===== config.mk =====
export PLATFORM = sky130hd
export DESIGN_NAME = cnt191_seq
export DESIGN_NICKNAME = d
export VERILOG_FILES = /design/src/rtl/cnt191_seq.sv
export SDC_FILE = /design/constraint.sdc
export NUM_CORES = 1
export LEC_CHECK = 0
export ABC_AREA = 1
export CORE_ASPECT_RATIO = 0.75
export CORE_MARGIN = 2
export CORE_UTILIZATION = 48
export CTS_CLUSTER_SIZE = 30
export DETAILED_ROUTE_END_ITERATION = 8
export PLACE_DENSITY = 0.72
export SLEW_MARGIN = 20
export SYNTH_ARGS = -nofsm -noshare
export SYNTH_HDL_FRONTEND = slang
export SYNTH_SLANG_ARGS = --single-unit
export TNS_END_PERCENT = 50

===== constraint.sdc =====
create_clock -name CP -period 2.6 [get_ports CP]
set_input_delay 0.52 -clock CP [delete_from_list [all_inputs] [get_ports CP]]
set_output_delay 0.52 -clock CP [all_outputs]
set_load 0.005 [all_outputs]

===== src/rtl/cnt191_seq.sv =====
// Command sequencer for a 74LS191-style 4-bit up/down counter: drives D/NLD/NCT/NUD,
// mirrors the expected count in a shadow register and flags any disagreement with Q_FB.
module cnt191_seq #(
    parameter int W     = 4,
    parameter int CYC_W = 4
) (
    input  logic             CP,
    input  logic             CLR,
    input  logic             START,
    input  logic [1:0]       MODE,
    input  logic [W-1:0]     PRESET,
    input  logic [W-1:0]     LIMIT,
    input  logic [CYC_W-1:0] CYCLES,
    input  logic [W-1:0]     Q_FB,
    output logic [W-1:0]     D,
    output logic             NLD,
    output logic             NCT,
    output logic             NUD,
    output logic             BUSY,
    output logic             DONE,
    output logic             ERR
);

    localparam logic [1:0] M_LOAD   = 2'b00;
    localparam logic [1:0] M_UP     = 2'b01;
    localparam logic [1:0] M_DN     = 2'b10;

    typedef enum logic [2:0] {
        S_IDLE,
        S_LOAD,
        S_RUN_UP,
        S_RUN_DN,
        S_FINISH
    } state_t;

    state_t           state, state_n;
    logic [1:0]       mode_r, mode_n;
    logic [W-1:0]     preset_r, preset_n;
    logic [W-1:0]     limit_r, limit_n;
    logic [CYC_W-1:0] cycles_r, cycles_n;
    logic [W-1:0]     shadow, shadow_n;
    logic [CYC_W-1:0] cyc_cnt, cyc_n;
    logic [W-1:0]     d_n;
    logic             nld_n, nct_n, nud_n, busy_n, done_n, err_n;

    logic [W-1:0]     sh_inc, sh_dec, dn_target;
    logic [CYC_W:0]   cyc_inc, cyc_goal;

    assign sh_inc    = shadow + W'(1);
    assign sh_dec    = shadow - W'(1);
    // Down leg ends at LIMIT for a plain count-down, back at PRESET when bouncing.
    assign dn_target = (mode_r == M_DN) ? limit_r : preset_r;
    assign cyc_inc   = {1'b0, cyc_cnt} + (CYC_W + 1)'(1);
    assign cyc_goal  = (cycles_r == '0) ? (CYC_W + 1)'(1) : {1'b0, cycles_r};

    always_ff @(posedge CP or posedge CLR) begin
        if (CLR) begin
            state    <= S_IDLE;
            mode_r   <= '0;
            preset_r <= '0;
            limit_r  <= '0;
            cycles_r <= '0;
            shadow   <= '0;
            cyc_cnt  <= '0;
            D        <= '0;
            NLD      <= 1'b1;
            NCT      <= 1'b1;
            NUD      <= 1'b0;
            BUSY     <= 1'b0;
            DONE     <= 1'b0;
            ERR      <= 1'b0;
        end else begin
            state    <= state_n;
            mode_r   <= mode_n;
            preset_r <= preset_n;
            limit_r  <= limit_n;
            cycles_r <= cycles_n;
            shadow   <= shadow_n;
            cyc_cnt  <= cyc_n;
            D        <= d_n;
            NLD      <= nld_n;
            NCT      <= nct_n;
            NUD      <= nud_n;
            BUSY     <= busy_n;
            DONE     <= done_n;
            ERR      <= err_n;
        end
    end

    always_comb begin
        state_n  = state;
        mode_n   = mode_r;
        preset_n = preset_r;
        limit_n  = limit_r;
        cycles_n = cycles_r;
        shadow_n = shadow;
        cyc_n    = cyc_cnt;
        d_n      = D;
        nld_n    = NLD;
        nct_n    = NCT;
        nud_n    = NUD;
        busy_n   = BUSY;
        done_n   = 1'b0;
        err_n    = ERR;

        unique case (state)
            S_IDLE: begin
                if (START) begin
                    mode_n   = MODE;
                    preset_n = PRESET;
                    limit_n  = LIMIT;
                    cycles_n = CYCLES;
                    shadow_n = PRESET;
                    cyc_n    = '0;
                    d_n      = PRESET;
                    nld_n    = 1'b0;
                    nct_n    = 1'b1;
                    busy_n   = 1'b1;
                    err_n    = 1'b0;
                    state_n  = S_LOAD;
                end
            end

            S_LOAD: begin
                nld_n = 1'b1;
                if (mode_r == M_LOAD || preset_r == limit_r) begin
                    done_n  = 1'b1;
                    state_n = S_FINISH;
                end else if (mode_r == M_DN) begin
                    nct_n   = 1'b0;
                    nud_n   = 1'b1;
                    state_n = S_RUN_DN;
                end else begin
                    nct_n   = 1'b0;
                    nud_n   = 1'b0;
                    state_n = S_RUN_UP;
                end
            end

            S_RUN_UP: begin
                if (Q_FB != shadow) begin
                    err_n   = 1'b1;
                    nct_n   = 1'b1;
                    nld_n   = 1'b1;
                    done_n  = 1'b1;
                    state_n = S_FINISH;
                end else begin
                    shadow_n = sh_inc;
                    if (sh_inc == limit_r) begin
                        if (mode_r == M_UP) begin
                            nct_n   = 1'b1;
                            done_n  = 1'b1;
                            state_n = S_FINISH;
                        end else begin
                            // Bounce turnaround: keep counting, just flip direction.
                            nud_n   = 1'b1;
                            state_n = S_RUN_DN;
                        end
                    end
                end
            end

            S_RUN_DN: begin
                if (Q_FB != shadow) begin
                    err_n   = 1'b1;
                    nct_n   = 1'b1;
                    nld_n   = 1'b1;
                    done_n  = 1'b1;
                    state_n = S_FINISH;
                end else begin
                    shadow_n = sh_dec;
                    if (sh_dec == dn_target) begin
                        if (mode_r == M_DN) begin
                            nct_n   = 1'b1;
                            done_n  = 1'b1;
                            state_n = S_FINISH;
                        end else begin
                            cyc_n = cyc_inc[CYC_W-1:0];
                            if (cyc_inc == cyc_goal) begin
                                nct_n   = 1'b1;
                                done_n  = 1'b1;
                                state_n = S_FINISH;
                            end else begin
                                nud_n   = 1'b0;
                                state_n = S_RUN_UP;
                            end
                        end
                    end
                end
            end

            S_FINISH: begin
                nct_n   = 1'b1;
                nld_n   = 1'b1;
                busy_n  = 1'b0;
                state_n = S_IDLE;
            end

            default: begin
                state_n = S_IDLE;
            end
        endcase
    end

endmodule


==> flow_summary.toml, run 1 <==
[timing]
finalSetupViolCount = 0
fin_tns_setup_ps = 0
whs_ps = 463
tightestPinTransition_ps = 493
hold_viol = 0
period_minus_slack_ps = 2030
rsz0062_at_grt = "false"
period_share = 0.781
fmax_ghz = 0.493
slew_viol_final = 0
slew-limit-headroom = 0.670
skew_ps = 9.62

[status]
outcome = "complete, no violations"

[critical_path]
worstPathRequired_ps = 2760
worstPathMaxFanout = 8
arrival_ps = 2190
crit_top_cell = "nand2_1"
critPathCaptureType = "register"
critPathTopFamily = "simple AND/OR/NAND/NOR gates"
start_kind = "register"
critPathBufInv = 2
critical-path-max-stage-delay_ps = 510
worstPathCellList = "inv_2 -> ha_1 -> inv_1 -> nand2_1 -> nand2_1 -> nand3_1 -> nand2_1 -> nand3_2 -> nand2_4 -> nand2_4 -> nand2_8 -> nand3_2 -> nand2_1 -> nand2_1"
critPathSlowestCell = "dfrtp_1"
path_class = "register to register"

[cts]
clk_pin_slew_worst_paths_ps = 60
hold_buffers = 0
post_cts_buffers = 0
ctsResizeCount = 0
clock-root-buffer = "clkbuf_8"
numCtsBuffers = 5
clock-sinks = 31
cts-htree-levels = 2
cts_tree = "done"
ctsLongestPathBuffers = 2
insertion_delay_ps = 280

[detailed_routing]
drc = 0
drtPass1Iterations = 4
num_vias = 1954
wl_um = 4780
wire_per_inst_um = 12.1
drt_iter0_markers = 75
ant_nets = 0
viasPerCell = 4.93

[cells_and_area]
layout_commonest_cell = "nand2_1"
syn_to_final_growth_pct = 20.0
final_cell_mix = "nand2_1 (106), inv_1 (30), clkdlybuf4s50_1 (30), dfrtp_1 (29), nand3_1 (28)"
regArea_um2 = 778
fill_cells = 417
nets = 362
antenna_cells = 0
multi_input_area_um2 = 1160
drive_gt1_frac = 0.147
layoutNonFillerInstCount = 396

[global_routing]
grt_pass1_vias = 1787
grt_use_total = 0.213
antenna_found_initial = 0
grt_pass1_wl_um = 7960
grt_overflow = 0
grt_max_degree = 32

[job]
maxCapViolations = 0

[die]
ioPinCount = 31
initial_core_util = 0.490
die_h_um = 62.0
die_area_um2 = 5040
coreArea_um2 = 4390
rows = 21
dieWidth_um = 81.3

[placed_design]
post-dp-hpwl_um = 3650
place_inst = 388
gp_congestion = 0.920
portBuffers = 30

[power_and_ir_drop]
swShare = 0.474
pwr_density_cell_nw_per_um2 = 1160
p_leak_nw = 1.28
internal-power_w = 0.00157
power_frac_seq = 0.308
switchingPower_w = 0.00141
peakVddDrop_uv = 589
comb_power_share = 0.571
clock_power_share = 0.121

[synth]
syn_area_um2 = 2150
syn_avg_cell_area_um2 = 7.07
ys_ff_latch = 31
syn_nets = 328
ys_seq_area_frac = 0.362
yosys_warnings = 0
synth_cell_types = 31
syn_inst = 304

[worst_hold_path]
hold_path_class = "register to register"
tightest hold or removal path, stage by stage, from the launching register on:
cell and delay, ps:
dfstp_2 360, nand2_1 50, nand2_1 40
power by group through the flow:
stage	Clock [W]	Sequential, W	Combinational [W]
after floorplan	0	0.000854	0.00132
after global placement	0	0.000918	0.00167
after detailed placement	0	0.000920	0.00170
after CTS	0.000370	0.000914	0.00171
after global routing	0.000394	0.000952	0.00194
final	0.000362	0.000918	0.00170
registers in the layout (all words and copies together), names as in the netlist, 2 cells and up:
name,count
state,3
cycles_r,4
mode_r,2
limit_r,4
cyc_cnt,4
shadow,4
preset_r,4
path summary, 6_finish.rpt:
check	startpoint	to	slack (ps)	cells after the start
worst max-delay path	shadow[0]$_DFFE_PP0P_	NUD$_DFFE_PP0P_	570	14
worst min-delay path	NCT$_DFFE_PP1P_	NCT$_DFFE_PP1P_	460	2
worst max register to register	shadow[0]$_DFFE_PP0P_	NUD$_DFFE_PP0P_	570	14
worst min register to register	NCT$_DFFE_PP1P_	NCT$_DFFE_PP1P_	460	2
max in group asynchronous	CLR	NLD$_DFFE_PP1P_	1640	3
min in group asynchronous	CLR	limit_r[0]$_DFFE_PP0P_	620	3
Yosys cell counts (all sizes together):
cell     number  area (um^2)
nand2       117          490
ha            3         37.5
nand3        33          198
o221ai        2         17.5
nand4         5         31.3
buf           5         36.3
xor2          5         43.8
xnor2         3         26.3
nor2         22          123
a21oi        10         50.1
inv          43          164
o21ai        20          108
o2111ai       1         15.0
clkinv        1         8.76
dfstp         2         52.6
o211ai        2         15.0
nand3b        1         7.51
dfrtp        29          726
kinds of logic (layout without fill, tap and decap cells):
group / Yosys count / after routing / synth area share
buffers and inverters: 49 / 84 / 0.0972
XOR/XNOR: 8 / 8 / 0.0326
flip-flops: 31 / 31 / 0.362
adder cells (fa/ha/maj): 3 / 3 / 0.0175
AND/OR/NAND/NOR: 178 / 178 / 0.395
AO/OA/AOI/OAI: 35 / 35 / 0.0955
layout make-up:
| cell class | instances | area share |
|---|---|---|
| Timing Repair Buffer | 32 | 0.122 |
| Sequential cell | 31 | 0.302 |
| Clock buffer | 8 | 0.0310 |
| Inverter | 44 | 0.0669 |
| Tap cell | 57 | 0.0276 |
| Multi-Input combinational cell | 224 | 0.451 |
metrics by stage:
step,area (um^2),power [W],utilization,worst slack (ps)
detailed placement,2500,0.00262,0.570,514
global route,2580,0.00328,0.588,361
global placement,2500,0.00259,0.570,545
floorplan,2150,0.00218,-,839
CTS,2580,0.00300,0.588,570
finish,2580,0.00298,0.588,570
layer usage:
| metal | part of all wire | track usage |
|---|---|---|
| met1 | 0.50 | 0.292 |
| met2 | 0.44 | 0.345 |
| met3 | 0.051 | 0.0477 |
| met4 | 0.0088 | 0.0508 |
| met5 | 0 | 0 |
Power figures use the tool's default switching activity.
==> inputs of run 2 (changes only) <==
PLACE_DENSITY = 0.75   (was 0.72)
clock period = 1.8 ns   (was 2.6 ns; I/O delays follow)
==> flow_summary.toml, run 2 (synthesis gave the netlist of run 1 again) <==
[worst_hold_path]
hold_path_class = "primary input to asynchronous set/reset pin"

[placed_design]
place_inst = 397
gp_congestion = 0.900
post-dp-hpwl_um = 3890
portBuffers = 30

[cts]
clock-sinks = 31
insertion_delay_ps = 290
numCtsBuffers = 5
clock-root-buffer = "clkbuf_8"
cts_tree = "done"
cts-htree-levels = 2
clk_pin_slew_worst_paths_ps = 70
ctsLongestPathBuffers = 2

[critical_path]
critPathSlowestCell = "dfrtp_1"
critPathBufInv = 2
worstPathMaxFanout = 3
critPathTopFamily = "simple AND/OR/NAND/NOR gates"
worstPathRequired_ps = 1950
crit_top_cell = "nand2_1"
cp.depth = 11
path_class = "register to register"
ff2ff_path_depth = 11
critPathCaptureType = "register"
critical-path-max-stage-delay_ps = 420
worstPathCellList = "buf_4 -> buf_4 -> nand3_1 -> nand2_1 -> nand2_2 -> nand2_1 -> nand2_1 -> nand3_2 -> nand3_1 -> a21oi_1 -> a21oi_1"
start_kind = "register"
arrival_ps = 1850

[die]
ioPinCount = 31
coreArea_um2 = 4390
die_h_um = 62.0
rows = 21
die_area_um2 = 5040
dieWidth_um = 81.3
initial_core_util = 0.490

[power_and_ir_drop]
switchingPower_w = 0.00219
comb_power_share = 0.600
peakVddDrop_uv = 792
clock_power_share = 0.129
power_frac_seq = 0.272
p_leak_nw = 1.37
pwr_density_cell_nw_per_um2 = 1700
swShare = 0.462
internal-power_w = 0.00255

[global_routing]
antenna_found_initial = 0
grt_use_total = 0.225
grt_overflow = 0
grt_max_degree = 32
grt_pass1_vias = 1861
grt_pass1_wl_um = 8350

[cells_and_area]
layoutNonFillerInstCount = 410
nets = 376
layout_commonest_cell = "nand2_1"
fill_cells = 386
final_cell_mix = "nand2_1 (103), inv_1 (30), clkdlybuf4s50_1 (30), dfrtp_1 (28), nand3_1 (27)"
drive_gt1_frac = 0.224
antenna_cells = 0
syn_to_final_growth_pct = 29.2

[detailed_routing]
viasPerCell = 5.08
ant_nets = 0
drc = 0
wire_per_inst_um = 12.6
num_vias = 2081
drt_iter0_markers = 85
drtPass1Iterations = 4
wl_um = 5170

[timing]
tightestPinTransition_ps = 416
period_minus_slack_ps = 1700
slew-limit-headroom = 0.723
slew_viol_final = 0
fmax_ghz = 0.587
whs_ps = 446
skew_ps = 14.4
rsz0062_at_grt = "true"
finalSetupViolCount = 0
hold_viol = 0
period_share = 0.946

[job]
maxCapViolations = 0

[status]
outcome = "complete, no violations"
==> run 2: layout make-up <==
cell class              count  area (um^2)  share of cell area
multi-input cells         224         1220               0.440
clock buffers               8          100              0.0360
repair buffers             46          433               0.156
flip-flops and latches     31          779               0.281
well taps                  57         71.3              0.0257
inverters                  44          173              0.0622
==> run 2: worst paths after layout <==
check | from | end | slack, ps
max in group asynchronous | CLR | NCT$_DFFE_PP1P_ | 1000
worst max register to register | cyc_cnt[1]$_DFFE_PP0P_ | state[2]$_DFFE_PP0P_ | 100
min in group CP | NCT$_DFFE_PP1P_ | NCT$_DFFE_PP1P_ | 460
worst min register to register | NCT$_DFFE_PP1P_ | NCT$_DFFE_PP1P_ | 460
worst min-delay path | CLR | limit_r[2]$_DFFE_PP0P_ | 450
worst max-delay path | cyc_cnt[1]$_DFFE_PP0P_ | state[2]$_DFFE_PP0P_ | 100
==> run 2: tightest hold or removal path, stage by stage <==
cell and delay (ps):
clkdlybuf4s50_1 390, inv_1 50, buf_4 360
==> run 2: layer usage <==
| layer | track usage | share of wire | wire [um] |
|---|---|---|---|
| met1 | 0.307 | 0.49 | 2520 |
| met5 | 0 | 0 | 0 |
| met4 | 0.0654 | 0.011 | 57 |
| met2 | 0.367 | 0.45 | 2310 |
| met3 | 0.0491 | 0.055 | 285 |
==> run 2: repair_timing <==
action | 4_1_cts | 5_1_grt
resized for setup | 1 | 12
endpoints found under the setup margin | 2 | 14
setup buffers | 0 | 5
pin swaps | 0 | 2
hold endpoints to repair | 0 | 0
hold buffers | 0 | 0
==> run 2: power groups by stage <==
stage,clock network [W],registers [W],logic [W]
2_1_floorplan,0,0.00123,0.00191
3_3_place_gp,0,0.00128,0.00260
3_5_place_dp,0,0.00129,0.00266
4_1_cts,0.000631,0.00128,0.00271
5_1_grt,0.000651,0.00133,0.00321
6_report,0.000610,0.00129,0.00284
==> run 2: through the flow <==
step,total power (W),worst slack (ps),utilization,instance area [um^2],TNS [ps]
finish,0.00474,96.4,0.633,2780,0
global route,0.00519,-27.6,0.633,2780,-102
CTS,0.00462,16.0,0.614,2690,0
detailed placement,0.00395,-118,0.588,2580,-910
global placement,0.00388,-71.6,0.588,2580,-583
floorplan,0.00314,39.3,-,2150,0
==> inputs of run 3 (changes only) <==
CORE_MARGIN = 4   (was 2)
==> flow_summary.toml, run 3 (synthesis gave the netlist of run 1 again) <==
[detailed_routing]
drc = 0
ant_nets = 0
wl_um = 4990
viasPerCell = 5.05
wire_per_inst_um = 12.3
drt_iter0_markers = 142
num_vias = 2042
drtPass1Iterations = 4

[cts]
insertion_delay_ps = 280
clk_pin_slew_worst_paths_ps = 70
ctsLongestPathBuffers = 2
numCtsBuffers = 5
clock-root-buffer = "clkbuf_8"
cts-htree-levels = 2
cts_tree = "done"
hold_buffers = 0
clock-sinks = 31

[power_and_ir_drop]
comb_power_share = 0.581
switchingPower_w = 0.00217
power_frac_seq = 0.270
p_leak_nw = 1.36
clock_power_share = 0.149
internal-power_w = 0.00263
peakVddDrop_uv = 863
pwr_density_cell_nw_per_um2 = 1740
swShare = 0.452
total_power_w = 0.00480

[timing]
skew_ps = 6.94
tightestPinTransition_ps = 390
slew_viol_final = 0
finalSetupViolCount = 0
hold_viol = 0
slew-limit-headroom = 0.740
fmax_ghz = 0.574
fin_tns_setup_ps = 0
period_minus_slack_ps = 1740
rsz0062_at_grt = "true"
fin_ws_ps = 58.1
period_share = 0.968

[job]
maxCapViolations = 0

[critical_path]
path_class = "register to register"
arrival_ps = 1920
cp.depth = 12
worstPathRequired_ps = 1970
critPathTopFamily = "simple AND/OR/NAND/NOR gates"
critPathCaptureType = "register"
critPathBufInv = 1
worstPathMaxFanout = 7
ff2ff_path_depth = 12
critical-path-max-stage-delay_ps = 410
critPathSlowestCell = "dfrtp_1"
worstPathCellList = "inv_2 -> ha_4 -> xor2_1 -> nand3_1 -> nand2_1 -> nand3_2 -> nand2_4 -> nand2_4 -> nand2_8 -> nand3_4 -> nand2_2 -> nand2_1"
start_kind = "register"

[placed_design]
place_inst = 395
pre_cts_ws_ps = -121
post-dp-hpwl_um = 3760
gp_congestion = 0.911
portBuffers = 30

[cells_and_area]
final_cell_mix = "nand2_1 (104), inv_1 (30), clkdlybuf4s50_1 (30), dfrtp_1 (28), nand3_1 (27)"
syn_to_final_growth_pct = 28.7
layout_commonest_cell = "nand2_1"
fill_cells = 370
final_util = 0.662
layoutNonFillerInstCount = 404
drive_gt1_frac = 0.212
nets = 372
antenna_cells = 0

[global_routing]
antenna_found_initial = 0
grt_max_degree = 32
grt_pass1_vias = 1897
grt_pass1_wl_um = 8610
grt_overflow = 0
grt_use_total = 0.193

[die]
coreArea_um2 = 4180
die_h_um = 66.0
rows = 20
initial_core_util = 0.514
ioPinCount = 31
die_area_um2 = 5620
dieWidth_um = 85.3

[status]
outcome = "complete, no violations"

[worst_hold_path]
hold_path_class = "primary input to asynchronous set/reset pin"
==> run 3: cell types whose count changed in the layout (fill, tap and decap cells not counted), sizes merged <==
cell,delta
buf,-4
clkbuf,-2
bufinv,+1
clkinv,+1
==> run 3: what timing repair did <==
| action | CTS | global route |
|---|---|---|
| resized for setup | 1 | 14 |
| setup endpoints to repair | 1 | 14 |
| hold endpoints to repair | 0 | 0 |
| pin swaps | 0 | 11 |
| buffers inserted | 0 | 1 |
==> run 3: power groups by stage <==
| stage | logic, W | registers, W | clock network, W |
|---|---|---|---|
| 2_1_floorplan | 0.00191 | 0.00123 | 0 |
| 3_3_place_gp | 0.00255 | 0.00128 | 0 |
| 3_5_place_dp | 0.00259 | 0.00129 | 0 |
| 4_1_cts | 0.00263 | 0.00128 | 0.000722 |
| 5_1_grt | 0.00313 | 0.00134 | 0.000761 |
| 6_report | 0.00279 | 0.00130 | 0.000714 |
==> run 3: worst min-delay path, stage by stage <==
cell and delay (ps):
clkdlybuf4s50_1 390, inv_1 50, buf_4 350
==> run 3: layout make-up <==
| class | instances | area, um^2 | area share |
|---|---|---|---|
| Multi-Input combinational cell | 224 | 1230 | 0.446 |
| Clock buffer | 6 | 82.6 | 0.0299 |
| Sequential cell | 31 | 779 | 0.282 |
| Clock inverter | 2 | 35.0 | 0.0127 |
| Timing Repair Buffer | 42 | 394 | 0.142 |
| Inverter | 44 | 173 | 0.0624 |
| Tap cell | 55 | 68.8 | 0.0249 |
==> run 3: path summary, 6_finish.rpt <==
path | end | start | slack [ps]
worst max-delay path | NUD$_DFFE_PP0P_ | shadow[0]$_DFFE_PP0P_ | 60
worst min-delay path | preset_r[0]$_DFFE_PP0P_ | CLR | 450
worst max register to register | NUD$_DFFE_PP0P_ | shadow[0]$_DFFE_PP0P_ | 60
worst min register to register | NLD$_DFFE_PP1P_ | NLD$_DFFE_PP1P_ | 480
max in group asynchronous | NCT$_DFFE_PP1P_ | CLR | 1030
min in group CP | NLD$_DFFE_PP1P_ | NLD$_DFFE_PP1P_ | 480
==> run 3: through the flow <==
step | area [um^2] | hold slack [ps]
2_1_floorplan | 2150 | 451
3_3_place_gp | 2560 | 453
3_5_place_dp | 2560 | 462
4_1_cts | 2690 | 467
5_1_grt | 2770 | 503
6_report | 2770 | 448
==> run 3: routing by layer <==
metal / part of all wire / global-route usage
met5: 0 / 0
met4: 0.0058 / 0.0514
met3: 0.067 / 0.0511
met2: 0.42 / 0.288
met1: 0.51 / 0.275
==> edit, RTL diff (config.mk and constraints of run 2) <==
Change the parameter `CYC_W` from 4 to 3.
--- a/src/rtl/cnt191_seq.sv
+++ b/src/rtl/cnt191_seq.sv
@@ -4,3 +4,3 @@
     parameter int W     = 4,
-    parameter int CYC_W = 4
+    parameter int CYC_W = 3
 ) (
Interface: changed (resized CYCLES); port bits go from 31 to 30. The function was not compared with the original's and may differ.
==> edit against run 2 <==
- cell area decreased by 7.1%
- die area fell by 8.4%
- sequential cell count shrank 2
- synthesized area fell by 8.8%
- routed wire length down 12%
- total power decreased by 6.6%
- worst hold slack improved by 0.0076 ns
- worst setup slack improved by 0.0025 ns
- synthesized cell count down 6.6%
- critical endpoint is now NUD
- largest cell class unchanged
==> edit: results (changes against run 2) <==
| Metric | Value |
|---|---|
| H-tree levels | `2 (unchanged)` |
| GRT Resource Usage Total | `21.70% (-0.85 points)` |
| Max Buffers Root-to-Sink | `2 (unchanged)` |
| Hold_ws | `0.4534 ns (+0.007573 ns)` |
| Cells after Synth | `284 (-6.6%)` |
| Vias | `1,871 (-10%)` |
| Port-buffer cells | `29 (-3.3%)` |
| Commonest cells post-synth | `nand2_1, inv_1, dfrtp_1` |
| RR Endpoint | `NUD` |
| Biggest regs | `limit_r (4), preset_r (4), shadow (4)` |
| Placed Cells | `373 (-6.0%)` |
| Worst-Skew Late Latency | `0.29 ns (about the same)` |
| Rel. slew slack | `75.58% (+3.3 points)` |
| Synth Area in Compound Gates | `12.64% (+3.1 points)` |
| Diodes inserted | `0 (unchanged)` |
| Final net count | `351 (-6.6%)` |
| Filler Cells Inserted | `352 (-8.8%)` |
| Adder-cell area share of the yosys netlist | `1.916% (+0.17 points)` |
| Aggregate routed wire length | `4.543 mm (-12%)` |
| Critical R2R Launch | `cyc_cnt[0]` |
| Ys async rst share | `100.0% (unchanged)` |
| Slowest CP cell | `dfrtp_1` |
| Mapped Nets | `307 (-6.4%)` |
| Register area share after synthesis | `37.16% (+0.96 points)` |
| Root Buffer | `clkbuf_8` |
| Mux cell area share after synthesis | `0% (unchanged)` |
| CP max stage delay | `roughly 0.4 ns` |
| DR pass1 iterations | `4 (unchanged)` |
| Crit path max fanout | `4 (+1)` |
| Synth top area cells | `dfrtp_1, nand2_1, inv_1` |
| First-pass GRT wire length | `7.652 mm (-8.3%)` |
| Initial antenna violation count | `0 (unchanged)` |
| Largest net degree at the start of global routing | `30 (-6.3%)` |
| DR iter-0 viols | `119 (+40%)` |
| Status | `complete, no violations` |
| Hpwl dp | `3.414 mm (-12%)` |
| Worst Hold Class | `in -> async` |
| Unique masters post-synth | `31 (unchanged)` |
| Fraction of layout instances using a drive strength above 1 | `18.60% (-3.8 points)` |
| Post-synthesis xor/xnor area fraction | `2.682% (-0.58 points)` |
| Final RePlAce weighted congestion | `0.9077 (+0.81%)` |
| FF-to-FF path depth | `10 (-1)` |
| P_leak | `1.289 nW (-5.6%)` |
| Final setup skew | `0.005776 ns (-0.008620 ns)` |
| Syn. warnings | `0 (unchanged)` |
| Maximum vdd drop | `779.5 µV (-1.5%)` |
| Via/cell ratio | `4.885 (-3.8%)` |
| Total CTS buffers | `5 (unchanged)` |
| Vias in the first global route | `1,655 (-11%)` |
| R2r setup slk | `0.1 ns` |
-- edit: changes by cell type after synthesis, moves of 3 or more --
cell,run 2,this run
nor2_1,14,22
inv_1,30,34
inv_2,12,3
nand2_2,8,5
nor2_4,4,0
o21ai_1,2,5
nand3_1,28,18
nand3_2,4,0
-- edit: worst max path at each step --
| stage | from | to | slack [ns] | cells after the start |
|---|---|---|---|---|
| after floorplan | shadow[0] | cyc_cnt[0] | 0.08 | 13 |
| after global routing | shadow[1] | DONE | -0.03 | 12 |
| after detailed placement | Q_FB[2] | cyc_cnt[1] | -0.12 | 10 |
| after global placement | Q_FB[1] | shadow[3] | -0.08 | 11 |
| after CTS | shadow[0] | state[0] | 0.03 | 12 |
| final | cyc_cnt[0] | NUD | 0.1 | 10 |
-- edit: area by class of cell --
class | count | area, µm² | area share [%]
well taps | 55 | 68.82 | 2.666
flip-flops and latches | 29 | 729.5 | 28.26
multi-input cells | 212 | 1147 | 44.45
clock buffers | 7 | 86.33 | 3.345
repair buffers | 42 | 404.1 | 15.66
inverters | 38 | 145.1 | 5.623
-- edit: logic make-up (layout without fill, tap and decap cells) --
| logic type | count (synthesis) | after routing |
|---|---|---|
| and+or+nand+nor | 165 | 165 |
| buffers and inverters | 43 | 87 |
| xor gates and xnor gates | 6 | 6 |
| adders and majority gates | 3 | 3 |
| AOI/OAI and AO/OA | 38 | 38 |
| DFF | 29 | 29 |
-- edit: layer usage --
layer	GRT usage (%)	vias up	wire length, µm
met5	0	-	0
met2	30.79	59	1886
met3	5.030	2	367
li1	-	975	-
met1	32.66	835	2267
met4	6.888	0	22
-- edit: where the power goes --
group / switching [mW] / internal [mW] / total [mW]
Clock: 0.252 / 0.303 / 0.555
Sequential: 0.279 / 0.949 / 1.23
Combinational: 1.49 / 1.15 / 2.64
-- edit: repair_timing --
item | in CTS | in global routing
endpoints found under the setup margin | 7 | 13
pin swaps | 1 | 13
endpoints found under the hold margin | 0 | 0
cloned | 0 | 0
resized for setup | 4 | 21
setup buffers | 0 | 3
-- edit: worst max-delay path, delay by kind of cell, from the launching register on --
| kind | cells | cell delay (ns) |
|---|---|---|
| AOI/OAI and AO/OA | 1 | 0.06 |
| xor gates and xnor gates | 1 | 0.15 |
| adders and majority gates | 1 | 0.33 |
| DFF | 1 | 0.41 |
| buffers and inverters | 1 | 0.06 |
| and+or+nand+nor | 6 | 0.63 |
-- edit: per-stage QoR --
step	area, µm²	setup WS, ns
global placement	2359	-0.07969
floorplan	1959	0.08115
finish	2581	0.09890
detailed placement	2359	-0.1191
global route	2581	-0.02609
CTS	2470	0.03464
